[src/rtl/bytewrite_ram_pkg.sv]
// Shared constants and sizing helpers for the byte-write RAM port master.
package bytewrite_ram_pkg;

    localparam int DEF_NUM_COL    = 4;
    localparam int DEF_COL_WIDTH  = 8;
    localparam int DEF_ADDR_WIDTH = 10;
    localparam int DEF_RSP_DEPTH  = 4;

    // Word width built from lane count and lane width.
    function automatic int dataWidth(input int numCol, input int colWidth);
        return numCol * colWidth;
    endfunction

    // Width able to hold every occupancy value 0..depth inclusive.
    function automatic int countWidth(input int depth);
        return $clog2(depth + 1);
    endfunction

endpackage

[src/rtl/bytewrite_rsp_fifo.sv]
// Response FIFO: synchronous, any depth >= 2, occupancy count exposed so the
// requester can do credit accounting. The head entry drives popData directly.
module bytewrite_rsp_fifo
    import bytewrite_ram_pkg::*;
#(
    parameter int WIDTH = 32,
    parameter int DEPTH = 4,
    parameter int CNT_W = countWidth(DEPTH)
) (
    input  logic             clk,
    input  logic             rst_n,
    input  logic             push,
    input  logic [WIDTH-1:0] pushData,
    input  logic             popReady,
    output logic             popValid,
    output logic [WIDTH-1:0] popData,
    output logic [CNT_W-1:0] count
);

    localparam int PTR_W = (DEPTH > 1) ? $clog2(DEPTH) : 1;
    localparam logic [PTR_W-1:0] LAST_PTR = PTR_W'(DEPTH - 1);
    localparam logic [CNT_W-1:0] FULL_CNT = CNT_W'(DEPTH);

    logic [WIDTH-1:0] mem [DEPTH];
    logic [PTR_W-1:0] wrPtr;
    logic [PTR_W-1:0] rdPtr;
    logic             doPush;
    logic             doPop;

    // Explicit compare-and-clear so non-power-of-two depths wrap correctly.
    function automatic logic [PTR_W-1:0] nextPtr(input logic [PTR_W-1:0] ptr);
        return (ptr == LAST_PTR) ? '0 : ptr + 1'b1;
    endfunction

    assign popValid = (count != '0);
    assign doPop    = popValid & popReady;
    assign doPush   = push;
    // Output reads as zero when empty so the idle value is deterministic.
    assign popData  = popValid ? mem[rdPtr] : '0;

    // Storage array: data only, never reset.
    always_ff @(posedge clk) begin
        if (doPush) begin
            mem[wrPtr] <= pushData;
        end
    end

    // Pointers and occupancy; push and pop together leave count unchanged.
    always_ff @(posedge clk or negedge rst_n) begin
        if (!rst_n) begin
            wrPtr <= '0;
            rdPtr <= '0;
            count <= '0;
        end else begin
            if (doPush) begin
                wrPtr <= nextPtr(wrPtr);
            end
            if (doPop) begin
                rdPtr <= nextPtr(rdPtr);
            end
            case ({doPush, doPop})
                2'b10:   count <= count + 1'b1;
                2'b01:   count <= count - 1'b1;
                default: count <= count;
            endcase
        end
    end

    // Upstream credit accounting must never let occupancy exceed the depth.
    assert property (@(posedge clk) disable iff (!rst_n)
        (count <= FULL_CNT) && !(doPush && !doPop && (count == FULL_CNT)));

endmodule

[src/rtl/bytewrite_ram_port_master.sv]
// Requester-side adapter for one port of the byte-write dual-port BRAM.
// Requests are issued straight to the RAM port; read data comes back one
// cycle later and is parked in a response FIFO. A request is only accepted
// when the FIFO has room for every read already in flight, so read data is
// never dropped when the consumer stalls.
module bytewrite_ram_port_master
    import bytewrite_ram_pkg::*;
#(
    parameter int NUM_COL    = DEF_NUM_COL,
    parameter int COL_WIDTH  = DEF_COL_WIDTH,
    parameter int ADDR_WIDTH = DEF_ADDR_WIDTH,
    parameter int DATA_WIDTH = dataWidth(NUM_COL, COL_WIDTH),
    parameter int RSP_DEPTH  = DEF_RSP_DEPTH
) (
    input  logic                  clk,
    input  logic                  rst_n,
    input  logic                  req_valid,
    output logic                  req_ready,
    input  logic                  req_write,
    input  logic [ADDR_WIDTH-1:0] req_addr,
    input  logic [NUM_COL-1:0]    req_be,
    input  logic [DATA_WIDTH-1:0] req_wdata,
    output logic                  rsp_valid,
    input  logic                  rsp_ready,
    output logic [DATA_WIDTH-1:0] rsp_rdata,
    output logic                  ram_en,
    output logic [NUM_COL-1:0]    ram_we,
    output logic [ADDR_WIDTH-1:0] ram_addr,
    output logic [DATA_WIDTH-1:0] ram_din,
    input  logic [DATA_WIDTH-1:0] ram_dout
);

    localparam int CNT_W = countWidth(RSP_DEPTH);
    localparam logic [CNT_W:0] DEPTH_LIM = (CNT_W + 1)'(RSP_DEPTH);

    if (RSP_DEPTH < 2 || RSP_DEPTH > 16) begin : gBadDepth
        $error("bytewrite_ram_port_master: RSP_DEPTH must be in 2..16");
    end

    logic             accept;
    logic             rdPend;
    logic [CNT_W-1:0] rspCount;
    logic [CNT_W:0]   inFlight;

    // Credit: FIFO entries already used plus the read whose data lands this
    // cycle. Both terms are registered, so req_ready never depends on the
    // consumer or on req_valid. Writes obey the same gate to keep order.
    assign inFlight  = {1'b0, rspCount} + {{CNT_W{1'b0}}, rdPend};
    assign req_ready = (inFlight < DEPTH_LIM);
    assign accept    = req_valid & req_ready;

    // The RAM port is driven straight from the accepted request; the strobes
    // are additionally held low while reset is asserted.
    assign ram_en   = accept & rst_n;
    assign ram_we   = (accept & rst_n & req_write) ? req_be : '0;
    assign ram_addr = req_addr;
    assign ram_din  = req_wdata;

    // rdPend marks the cycle in which the RAM presents data for last cycle's read.
    always_ff @(posedge clk or negedge rst_n) begin
        if (!rst_n) begin
            rdPend <= 1'b0;
        end else begin
            rdPend <= accept & ~req_write;
        end
    end

    bytewrite_rsp_fifo #(
        .WIDTH (DATA_WIDTH),
        .DEPTH (RSP_DEPTH),
        .CNT_W (CNT_W)
    ) rspFifo (
        .clk      (clk),
        .rst_n    (rst_n),
        .push     (rdPend),
        .pushData (ram_dout),
        .popReady (rsp_ready),
        .popValid (rsp_valid),
        .popData  (rsp_rdata),
        .count    (rspCount)
    );

endmodule

[config.mk]
export PLATFORM = sky130hd
export DESIGN_NAME = bytewrite_ram_port_master
export DESIGN_NICKNAME = d
export VERILOG_FILES = /design/src/rtl/bytewrite_ram_pkg.sv /design/src/rtl/bytewrite_rsp_fifo.sv /design/src/rtl/bytewrite_ram_port_master.sv
export SDC_FILE = /design/constraint.sdc
export NUM_CORES = 1
export LEC_CHECK = 0
export BUFFER_PORTS_ARGS = -buffer_cell sky130_fd_sc_hd__buf_4
export CORE_MARGIN = 2
export CORE_UTILIZATION = 42
export CTS_CLUSTER_DIAMETER = 200
export DETAILED_ROUTE_END_ITERATION = 12
export GPL_ROUTABILITY_DRIVEN = 0
export PLACE_DENSITY = 0.78
export SLEW_MARGIN = 20
export SYNTH_ARGS = -nofsm -noshare
export SYNTH_HDL_FRONTEND = slang
export SYNTH_HIERARCHICAL = 1
export SYNTH_SLANG_ARGS = --single-unit
[constraint.sdc]
create_clock -name clk -period 2.59 [get_ports clk]
set_input_delay 0.1295 -clock clk [delete_from_list [all_inputs] [get_ports clk]]
set_output_delay 0.1295 -clock clk [all_outputs]
set_load 0.05 [all_outputs]
* Word level (Yosys, flattened, before mapping)
Memory sizes are Yosys's and may differ from the RTL's. Index checks and enable logic that the tools add are counted.
Word-level totals: input port bits 83, memories kept 1, output and inout port bits 81, register bits after elaboration 8, RAM bits 128
Memories:
- rspFifo.mem | words 4, width 32, rd ports 1, clocked after Yosys merged registers in 0, wr ports 1, RTL line bytewrite_rsp_fifo.sv:24 | logic [WIDTH-1:0] mem [DEPTH];
Operators by class: multiplexer cells 7, equal/unequal tests 4, $lt $le $gt $ge 1, bitwise logic cells 6, add/sub/neg operators 5, reduce and logical (&&, ||, !) cells 2
Operator list (number):
- $mux W32 | 1
- $eq A2 B2 Y1 const B | 3
- $pmux W3 S2 | 1
- $and A1 B1 Y1 | 5
- $add A2 B1 Y2 const B | 2
- $add A3 B1 Y4 | 1
- $lt A4 B3 Y1 const B | 1
- $mux W2 | 2
- $mux W4 | 1
- $add A3 B1 Y3 const B | 1
- $reduce_bool A3 Y1 | 1
- $sub A3 B1 Y3 const B | 1
- $eq A2 B1 Y1 const B | 1
- $mux W1 | 2
- $reduce_bool A2 Y1 | 1
- $not A1 Y1 | 1

* Logic depth before layout (Yosys ltp)
Gate-level depths: netlist (run 1).
depth after elaboration 6, gate-level depth with buffers 8, mapped depth without buffers 8

* By module
The synthesis (run 1) kept the hierarchy.
Modules (own cells, without submodules):
- bytewrite_rsp_fifo | instances 1, cells an instance 241, area an instance 5312.6 um2, sequential area each 4018.9 um2
- bytewrite_ram_port_master | instances 1, cells an instance 57, area an instance 420.4 um2, sequential area each 25.0 um2

* Worst setup path after synthesis (run 1)
No wires, ideal clock.
path type reg2out, start reg rdPend, end out ram_we[0], arrival time 2203 ps, required time 2461 ps, setup slack 257 ps, stages on the path, launching flop included 3, path through dfrtp_1 a31o_4 nor4_1
Between the ends: longest elaborated chain between the ends 6
Ends and longest elaborated chain:
- start, declared | RTL line bytewrite_ram_port_master.sv:41 | logic rdPend;
- start signal, assigned | RTL line bytewrite_ram_port_master.sv:64 | rdPend <= accept & ~req_write;
- $add A3 B1 Y4 | RTL line bytewrite_ram_port_master.sv:48 | assign inFlight = {1'b0, rspCount} + {{CNT_W{1'b0}}, rdPend};
- $lt A4 B3 Y1 | RTL line bytewrite_ram_port_master.sv:49 | assign req_ready = (inFlight < DEPTH_LIM);
- $and A1 B1 Y1 | RTL line bytewrite_ram_port_master.sv:50 | assign accept = req_valid & req_ready;
- $and A1 B1 Y1 (2 in a row) | RTL line bytewrite_ram_port_master.sv:55 | assign ram_we = (accept & rst_n & req_write) ? req_be : '0;
- $mux W4 | RTL line bytewrite_ram_port_master.sv:55
- end, declared | RTL line bytewrite_ram_port_master.sv:27 | output logic [NUM_COL-1:0] ram_we,
Every way passes these cells.

* Worst setup path in the final report (run 1)
start reg rspFifo.rdPtr[1], end out rsp_rdata[22]
Between the ends: longest elaborated chain between the ends 2
Ends and longest elaborated chain:
- start, declared | RTL line bytewrite_rsp_fifo.sv:26 | logic [PTR_W-1:0] rdPtr;
- start signal, assigned | RTL line bytewrite_rsp_fifo.sv:59 | rdPtr <= nextPtr(rdPtr);
- $mem_v2 Z4 W32
- $mux W32 | RTL line bytewrite_rsp_fifo.sv:39 | assign popData = popValid ? mem[rdPtr] : '0;
- end, declared | RTL line bytewrite_ram_port_master.sv:25 | output logic [DATA_WIDTH-1:0] rsp_rdata,
Every way passes these cells.

==> results.cfg, run 1 <==
[layout]
stdcell_count = 575
drive_above_1_share = 0.386
syn_to_final_growth_pct = 25.7
num_antenna_cells = 0
final_nets = 476

[synth]
syn-instance-count = 298
synth-simple-area-share = 0.0528
synth_nets = 388
synthAdderAreaFrac = 0.0166
synth_mux_area_frac = 0.135
synth_top_family_by_area = multiplexers
synth_compound_area_frac = 0.00480
syn_area_um2 = 5730
synth_xor_area_frac = 0.00458
yosys_register_bits = 136
ys_seq_area_frac = 0.705
yosysWarnings = 6
avgSynthCellArea_um2 = 19.2
synth_cell_type_count = 26

[cts]
clk_pin_slew_worst_paths_ps = 60
cts_root_buf = clkbuf_16
cts.repair.resized = 0
cts_tree = done
h-tree-depth = 4
cts_buffer_depth = 2
clk_latency_ps = 410
cts.sinks = 136
cts_made_buffers = 17

[sta]
maxSlewViolCount = 0
hold_violations = 0
post-route-min-period_ps = 2300
period_share = 0.888
grt_setup_unrepaired = no
worst_slew_pin_slew_ps = 890
maxSlewHeadroom = 0.407
setup_ws_ps = 289
tns_ps = 0
fmax_ghz = 0.435
fin_skew_ps = 4.72
setup_violations = 0

[global_routing]
grt_overflow = 0
grt_max_degree = 36
grt_util_all_layers = 0.160
antenna_found_initial = 0
grt_pass1_vias = 3107
grt_pass1_wl_mm = 16.9

[drt]
dr.pass1.iters = 4
postRouteAntennaNets = 0
wl_met1_mm = 4.28
top_layer_used = met4
wl_per_cell_um = 19.1
wl_met3_um = 502
vias = 2822
drc = 0
via_per_inst = 4.91
wl_met2_mm = 5.76
drt_iter0_markers = 107
routed_wl_mm = 11.0

[setup_path]
cp-end-kind = primary output
start_kind = flop
worstSetupPathType = reg -> out
cpMaxStageDelayCell = dfrtp_2
path_cells = mux4_2 > and2_1 > buf_4
cp.required_ps = 2460
cpPeakStageDelay_ps = 950
crit_arrival_ps = 2170
critPathMaxFanout = 34

[power_and_ir_drop]
leakage_nw = 2.62
power.density_nw_per_um2 = 1220
max-vdd-ir-drop_v = 0.000848

[floorplan]
start_util = 0.431
ios = 164
die_w_um = 121
core_um2 = 13300
dieArea_um2 = 14600
die_y_um = 121
floorplan.rows = 42

[placement]
hpwl_mm = 6.71
dpl.cell_count = 508
place_ws_ps = 648
portBuffers = 79

[job]
maxCapViolCount = 0

[status]
status = finished clean

[hold_path]
min_path_type = in -> async
[cells in the mapped netlist (all sizes together)]
master  instances  area (µm²)
buf            49         402
nand2           2        7.51
fa              1        20.0
nor3b           1        7.51
xnor2           1        8.76
mux4           32         736
nor4            4        25.0
and2           37         234
edfxtp        128        3840
inv            12        45.0
clkbuf          4        15.0
mux2i           1        10.0
xor2            2        17.5
ha              6        75.1
dfrtp           8         200
nor2            3        11.3
mux2            2        30.0
a31o            1        17.5
or3             2        17.5
o21ai           2        10.0
[worst paths after layout]
check / startpoint / slack (ps) / endpoint / cells past startpoint
min reg2reg: rspFifo/count[2]$_DFFE_PN0P_ / 520 / rspFifo/count[2]$_DFFE_PN0P_ / 1
min in group clk: rsp_ready / 130 / rspFifo/rdPtr[1]$_DFFE_PN0P_ / 3
max reg2reg: rspFifo/count[0]$_DFFE_PN0P_ / 640 / rspFifo/count[2]$_DFFE_PN0P_ / 8
min: rst_n / 80 / rdPend$_DFF_PN0_ / 2
max in group asynchronous: rst_n / 2360 / rspFifo/rdPtr[1]$_DFFE_PN0P_ / 2
max: rspFifo/rdPtr[1]$_DFFE_PN0P_ / 290 / rsp_rdata[22] / 3
[metrics by stage]
stage / hold WS, ps / utilization / instance area (µm²) / total power [W]
final: 82.2 / 0.542 / 7210 / 0.00881
after global placement: -38.7 / 0.468 / 6220 / 0.00624
after detailed placement: -34.3 / 0.468 / 6220 / 0.00628
after floorplan: -166 / - / 5730 / 0.00557
after CTS: 66.1 / 0.542 / 7210 / 0.00892
after global routing: 108 / 0.542 / 7210 / 0.00915
[report_power, final]
part / internal [W] / switching (W) / total (W)
clock: 0.00170 / 0.000871 / 0.00257
sequential: 0.00261 / 0.000201 / 0.00282
combinational: 0.00133 / 0.00209 / 0.00342
total: 0.00565 / 0.00316 / 0.00881
[layout by cell type, fill, tap and decap left out, types with 2 or more instances in the layout]
| cell type | synthesis | final |
|---|---|---|
| nand2_1 | 2 | 2 |
| o21ai_0 | 2 | 2 |
| inv_6 | 0 | 2 |
| buf_12 | 3 | 2 |
| dfrtp_2 | 0 | 2 |
| edfxtp_1 | 128 | 128 |
| clkbuf_1 | 4 | 2 |
| clkbuf_16 | 0 | 17 |
| mux4_2 | 28 | 28 |
| mux4_1 | 4 | 4 |
| dfrtp_1 | 8 | 6 |
| nor4_1 | 4 | 4 |
| inv_1 | 12 | 12 |
| and2_2 | 0 | 4 |
| nor2_1 | 3 | 3 |
| dlygate4sd3_1 | 0 | 35 |
| and2_1 | 36 | 32 |
| xor2_1 | 2 | 2 |
| bufinv_16 | 0 | 5 |
| clkinv_1 | 0 | 2 |
| buf_4 | 42 | 85 |
| ha_1 | 6 | 6 |
| clkinvlp_4 | 0 | 2 |
| mux2_4 | 2 | 2 |
| clkinv_2 | 0 | 2 |
[logic make-up (layout without fill, tap and decap cells)]
logic type                 count (synthesis)  in the layout
AOI/OAI and AO/OA                          3              3
buffers and inverters                     65            166
adders and majority gates                  7              7
muxes                                     35             35
DFF                                      136            136
xor gates and xnor gates                   3              3
and+or+nand+nor                           49             49
[per-layer routing]
layer	up-vias	global-route usage
li1	1273	-
met1	1416	0.185
met2	84	0.274
met3	49	0.0368
met4	0	0.0887
met5	-	0
[repair_timing]
| item | in CTS | in global routing |
|---|---|---|
| hold buffers | 35 | 0 |
| setup buffers | 0 | 0 |
| hold endpoints to repair | 137 | 0 |
[final cells by class]
type	instances	area, µm²
inverter	12	45.0
tap	176	220
sequential	136	4050
clock inverter	13	200
multi-input combinational	97	1230
timing repair buffer	122	1030
fill	1032	6090
clock buffer	19	433
[worst max-delay path: cells and delay by family, from the launching register on]
family | cells | cell delay (ps)
DFF | 1 | 950
and+or+nand+nor | 1 | 200
muxes | 1 | 400
buffers and inverters | 1 | 200
[registers in the layout, summed over array words and instances (netlist names)]
signal,cells
rspFifo/rdPtr,2
rspFifo/mem,128
rspFifo/count,3
rdPend,1
rspFifo/wrPtr,2
Power figures use the tool's default switching activity.
==> run 2, diff against run 1 <==
Settings changed: CORE_ASPECT_RATIO from default to 0.5, CORE_UTILIZATION 42 to 46, PLACE_DENSITY 0.78 to 0.83.
==> run 2 against run 1 <==
- via count grew 5.2%
- sequential power shrank 2%
- first-iteration DRC count grew 88%
- clock power shrank 9.3%
- hold slack lost 2.8 ps
==> results.cfg, run 2 (same netlist as run 1, synthesis figures left out) <==
[setup_path]
start_kind = flop
critPathMaxFanout = 13
r2r_slack_ps = 550
timing.rr.start = rspFifo/count[0]$_DFFE_PN0P_
cp.required_ps = 2460
cp-end-kind = primary output
worstSetupPathType = reg -> out
r2r_end = rspFifo/count[2]$_DFFE_PN0P_
reg2regPathDepth = 8
crit_arrival_ps = 2160

[hold_path]
min_path_type = in -> async

[layout]
num_antenna_cells = 0
drive_above_1_share = 0.383
final_nets = 478
top_register = rspFifo/mem
syn_to_final_growth_pct = 25.0
reg_top3 = rspFifo/mem (128), rspFifo/count (3)
fin_area_um2 = 7160
num-fill-cells = 803
stdcell_count = 565
largest_reg_flops = 128
layout_commonest_cell = edfxtp_1
layout_common_cells = edfxtp_1 (128), buf_4 (85), dlygate4sd3_1 (35)

[job]
maxCapViolCount = 0

[sta]
fin_skew_ps = 12.6
setup_violations = 0
tns_ps = 0
fmax_ghz = 0.437
setup_ws_ps = 301
grt_setup_unrepaired = no
worst_slew_pin_slew_ps = 531
maxSlewViolCount = 0
period_share = 0.884
post-route-min-period_ps = 2290
hold_violations = 0
maxSlewHeadroom = 0.646

[drt]
drt_iter0_markers = 201
drc = 0
routed_wl_mm = 12.5
postRouteAntennaNets = 0
dr.pass1.iters = 5
wl_per_cell_um = 22.1
vias = 2970
via_per_inst = 5.26

[global_routing]
grt_max_degree = 34
grt_pass1_wl_mm = 19.1
grt_util_all_layers = 0.197
grt_overflow = 0
grt_pass1_vias = 3207
antenna_found_initial = 0

[power_and_ir_drop]
finalPower_w = 0.00868
leakage_nw = 2.61
max-vdd-ir-drop_v = 0.000547
power.density_nw_per_um2 = 1210

[floorplan]
ios = 164
die_w_um = 162
dieArea_um2 = 13400
floorplan.rows = 28
die_y_um = 82.9
start_util = 0.478
core_um2 = 12000

[cts]
clk_latency_ps = 420
cts.sinks = 136
cts_root_buf = clkbuf_16
clk_pin_slew_worst_paths_ps = 60
cts_tree = done
post_cts.repair.setup_buffers = 0
hold_buffers = 35
h-tree-depth = 4
cts_made_buffers = 17
cts.repair.resized = 0
cts_buffer_depth = 2

[status]
status = finished clean

[placement]
placedInstanceArea_um2 = 6250
portBuffers = 79
hpwl_mm = 7.43
dpl.cell_count = 499
place_ws_ps = 660
[run 2: layer usage]
metal,GRT usage,vias up,share of wire
li1,-,1283,-
met3,0.0629,42,0.069
met2,0.344,129,0.54
met4,0.105,0,0.034
met5,0.00379,-,0
met1,0.214,1516,0.36
[run 2: stage by stage]
step,hold WS (ps),utilization
2_1_floorplan,-166,-
3_3_place_gp,-45.2,0.521
3_5_place_dp,-40.4,0.521
4_1_cts,76.3,0.598
5_1_grt,67.6,0.598
6_report,79.3,0.598
[run 2: worst max-delay path by stage]
stage | slack (ps) | endpoint | startpoint | cells after the start
floorplan | 260 | ram_we[0] | rdPend$_DFF_PN0_ | 2
global placement | 710 | rspFifo/count[2]$_DFFE_PN0P_ | rspFifo/count[0]$_DFFE_PN0P_ | 8
detailed placement | 660 | rspFifo/count[2]$_DFFE_PN0P_ | rspFifo/count[0]$_DFFE_PN0P_ | 8
CTS | 280 | rsp_rdata[24] | rspFifo/rdPtr[1]$_DFFE_PN0P_ | 4
global route | 230 | rsp_rdata[24] | rspFifo/rdPtr[1]$_DFFE_PN0P_ | 4
finish | 300 | rsp_rdata[24] | rspFifo/rdPtr[1]$_DFFE_PN0P_ | 4
[run 2: cell type report]
| class | instances | area, µm² | area share |
|---|---|---|---|
| clock buffer | 19 | 433 | 0.0604 |
| clock inverter | 12 | 134 | 0.0187 |
| inverter | 12 | 45.0 | 0.00629 |
| multi-input combinational | 97 | 1230 | 0.172 |
| sequential | 136 | 4050 | 0.565 |
| tap | 165 | 206 | 0.0288 |
| timing repair buffer | 124 | 1070 | 0.149 |
[run 2: critical path, stage by stage, from the launching register on]
cell     delay, ps
dfrtp_1        670
buf_4          320
mux4_2         350
and2_1         200
buf_4          190
[run 2: power breakdown]
part	switching [W]	total (W)	leakage [nW]	internal, W
combinational	0.00223	0.00359	1.08	0.00137
clock	0.000846	0.00233	0.279	0.00149
sequential	0.000142	0.00276	1.25	0.00262
